--- config.mk ---
export PLATFORM = sky130hd
export DESIGN_NAME = ripple_carry_adder_4bit
export DESIGN_NICKNAME = d
export VERILOG_FILES = /design/src/rtl/ripple_carry_adder_4bit_pkg.sv /design/src/rtl/ripple_carry_adder_4bit_full_adder_1bit.sv /design/src/rtl/ripple_carry_adder_4bit.sv
export SDC_FILE = /design/constraint.sdc
export NUM_CORES = 1
export LEC_CHECK = 0
export ABC_AREA = 0
export CAP_MARGIN = 25
export CORE_AREA = 2 2 39 41
export CTS_BUF_LIST = sky130_fd_sc_hd__clkbuf_4 sky130_fd_sc_hd__clkbuf_8
export DETAILED_ROUTE_END_ITERATION = 6
export DIE_AREA = 0 0 41 43
export GPL_ROUTABILITY_DRIVEN = 1
export SYNTH_ARGS = -nofsm -noshare
export SYNTH_HDL_FRONTEND = slang
export SYNTH_SLANG_ARGS = --single-unit
--- constraint.sdc ---
create_clock -name clock -period 1.56 [get_ports clock]
set_clock_uncertainty 0.15 [all_clocks]
set_input_delay 0.156 -clock clock [delete_from_list [all_inputs] [get_ports clock]]
set_output_delay 0.156 -clock clock [all_outputs]
set_load 0.01 [all_outputs]
--- src/rtl/ripple_carry_adder_4bit_pkg.sv ---
// Shared arithmetic constants for the ripple-carry adder slice.
package ripple_carry_adder_4bit_pkg;

  localparam int unsigned ADDER_WIDTH = 4;

endpackage

--- src/rtl/ripple_carry_adder_4bit_full_adder_1bit.sv ---
// Single-bit full-adder cell; purely combinational building block of the ripple chain.
module full_adder_1bit (
  input  logic a,
  input  logic b,
  input  logic cin,
  output logic sum,
  output logic cout
);

  logic p;

  assign p    = a ^ b;
  assign sum  = p ^ cin;
  assign cout = (a & b) | (cin & p);

endmodule

--- src/rtl/ripple_carry_adder_4bit.sv ---
// Registered ripple-carry adder: WIDTH full-adder cells chained by carry, 1-cycle latency with valid flag.
module ripple_carry_adder_4bit
  import ripple_carry_adder_4bit_pkg::*;
#(
  parameter int unsigned WIDTH = ADDER_WIDTH
) (
  input  logic             clock,
  input  logic             reset,
  input  logic             in_valid,
  input  logic [WIDTH-1:0] a,
  input  logic [WIDTH-1:0] b,
  input  logic             cin,
  output logic             out_valid,
  output logic [WIDTH-1:0] sum,
  output logic             cout,
  output logic             overflow
);

  logic [WIDTH:0]   c;
  logic [WIDTH-1:0] s_comb;
  logic             cout_comb;
  logic             ovf_comb;

  assign c[0] = cin;

  for (genvar i = 0; i < WIDTH; i++) begin : g_chain
    full_adder_1bit u_fa (
      .a    (a[i]),
      .b    (b[i]),
      .cin  (c[i]),
      .sum  (s_comb[i]),
      .cout (c[i+1])
    );
  end

  assign cout_comb = c[WIDTH];
  assign ovf_comb  = c[WIDTH] ^ c[WIDTH-1];

  // Result registers only load on accepted operations, so unsampled inputs never disturb them.
  always_ff @(posedge clock or posedge reset) begin
    if (reset) begin
      out_valid <= 1'b0;
      sum       <= '0;
      cout      <= 1'b0;
      overflow  <= 1'b0;
    end else begin
      out_valid <= in_valid;
      if (in_valid) begin
        sum      <= s_comb;
        cout     <= cout_comb;
        overflow <= ovf_comb;
      end
    end
  end

endmodule

==> key figures <==
Run status
  • Status: finished, violations left
  • Violated checks: negative setup slack

Finish
  • Non-Filler Instances: 72
  • Multi-input logic area: roughly 180 um2
  • Layout fillers: 137
  • Final Net Count: 73
  • Design area: 662 um2
  • Ant. Diodes: 0
  • Layout cells sized above 1: 0.429
  • Commonest non-fill, non-tap cell in the layout: clkdlybuf4s50_1
  • Most frequent cells in the layout: clkdlybuf4s50_1 (13), dfrtp_1 (7)
  • Core Util, Final: 0.478
  • Register area: 175 um2
  • P&R area growth vs syn: 75.7%

Routing
  • Routed wire length: ~750 um
  • Wirelength per Cell: ~10 um
  • Vias/cell: 4.01
  • DRC violations left: 0
  • Detailed Route Iter0 Violations: 0
  • Post-route ant nets: 0
  • Pre-antenna DRT Iters: 1
  • DR vias: 289

Worst setup path
  • WP buf/inv: 4
  • Critical path class: input pin to register
  • CP Launch Point: b[0]
  • Worst reg-to-reg setup slack: approximately 0.65 ns
  • Critical-path cell list: buf_6 > fa_2 > inv_2 > fa_2 > inv_2 > fa_2 > inv_2 > fa_2 > xnor2_2 > mux2_4
  • Worst reg2reg path depth: 1
  • Critical path endpoint category: register
  • Startpoint types: input pin
  • RR Endpoint: sum[2]
  • Max stage delay cell, worst path: fa_2
  • Crit-path max FO: 2
  • R2r startpoint: sum[2]
  • CP max stage delay: 0.35 ns
  • Critical path arrival: 1.84 ns
  • Most used cell, CP: fa_2
  • Worst path required time: about 1.5 ns
  • CP top delay family: adder cells

Clock network
  • Num CTS Buffers: 3
  • Clk slew on worst S/H paths: 0.05 ns
  • CTS root buf: clkbuf_4
  • Clk_lat worst skew: around 0.25 ns
  • Clock sink count: 7
  • Clk buf depth: 2
  • H-tree level count: 1
  • CTS tree: yes

Die
  • I/O Pins: 19
  • Core area: ~1400 um2
  • Row Count: 14
  • Die area: 1760 um2
  • Die width: about 41 um
  • Die outline height: 43 um
  • Initial core utilization: 0.272

Job
  • Max-cap violations: 0

Power
  • Pwr/cell area: 945 nW/um2
  • Maximum VDD drop: between 300 and 400 uV
  • Leakage power: 0.310 nW

Timing
  • Final Hold Viols: 0
  • Final-report max-slew violation count: 0
  • Tightest Pin Transition: 0.387 ns
  • WHS: about 0.17 ns
  • Finish-stage setup viols: 4
  • Setup slack after layout: -0.294 ns
  • Maximum clock frequency: approximately 540 MHz
  • Minimum clock period: 1.85 ns
  • Slew margin rel.: 0.741
  • Final period util: 1.19
  • RSZ-0062 raised after global routing: yes

GRT
  • Largest net degree at the start of global routing: 9
  • Vias in the first global route: around 300
  • Total grt overflow: 0
  • First-pass GRT wire length: 1.25 mm
  • Initial antenna violation count: 0
  • Total track usage: 0.114

Worst hold path
  • Min-delay src: a[0]
  • Worst hold endpoint: sum[0]
  • Hold Path Class: input pin to register
  • Worst Hold Depth: 3

Placement
  • Placer Congestion: around 0.72
  • IO buf count: 18
  • Placed cell count: 66
  • Detailed Place HPWL: 578 um
  • Area of placed instances: 598 um2

Logic synthesis
  • Syn_area_per_cell: 12.6 um2
  • Post-synthesis sequential area ratio: 0.465
  • Netlist cell types: 8
  • Synthesized area: between 300 and 400 um2
  • Register bit count reported by yosys: 7
  • Gate Count Post-Synth: 30
  • Syn nets: 46
  • Total number of yosys warnings: 0
==> metal layers <==
layer | share of wire | up-vias | track usage
met3 | 0.056 | 2 | 0.0314
li1 | - | 141 | -
met1 | 0.39 | 135 | 0.130
met5 | 0 | - | 0
met2 | 0.54 | 11 | 0.163
met4 | 0.016 | 0 | 0.100
==> report_power, final <==
group | leakage, nW | switching (mW) | internal (mW)
clock network | 0.0184 | 0.0666 | 0.115
registers | 0.0802 | 0.0175 | 0.213
logic | 0.211 | 0.0742 | 0.139
==> logic make-up (layout without fill, tap and decap cells) <==
kind of cell	after synthesis	count (layout)	share of synthesized area
AO/OA/AOI/OAI	3	3	0.0399
XOR/XNOR	1	1	0.0233
adder cells (fa/ha/maj)	4	4	0.213
buffers and inverters	9	35	0.110
flip-flops	7	7	0.465
multiplexers	3	3	0.120
AND/OR/NAND/NOR	3	3	0.0299
==> area by class of cell <==
type,instances,area share
multi-input cells,14,0.274
repair buffers,23,0.340
well taps,16,0.0302
clock buffers,4,0.0454
inverters,8,0.0454
flip-flops and latches,7,0.265
==> Yosys cell counts <==
cell type / instances / area [um2]
a21oi_1: 3 / 15.0
fa_1: 4 / 80.1
buf_6: 1 / 11.3
nor2_1: 3 / 11.3
xnor2_1: 1 / 8.76
dfrtp_1: 7 / 175
inv_1: 8 / 30.0
mux2_4: 3 / 45.0
==> stage by stage <==
stage | setup TNS, ns | total power, mW | setup WS (ns)
floorplan | -1.08 | 0.322 | -0.398
global placement | -3.61 | 0.433 | -0.948
detailed placement | -3.75 | 0.437 | -0.974
CTS | -0.952 | 0.634 | -0.333
global route | -1.02 | 0.669 | -0.347
finish | -0.806 | 0.626 | -0.294
==> worst max-delay path by stage <==
stage,cells past startpoint,to
after CTS,10,overflow
after global routing,10,overflow
final,10,overflow
after detailed placement,10,overflow
after floorplan,9,overflow
after global placement,10,overflow
==> timing repair <==
| item | CTS | global route |
|---|---|---|
| resized for setup | 20 | 1 |
| endpoints found under the setup margin | 5 | 4 |
| pin swaps | 7 | 5 |
| buffers inserted | 2 | 0 |
| hold buffers | 1 | 0 |
| hold endpoints to repair | 7 | 0 |
==> registers in the layout (all words and copies together), names as in the netlist <==
signal and count:
sum 4, out_valid 1, overflow 1, cout 1
No activity file was read; power rests on OpenSTA's default activity.
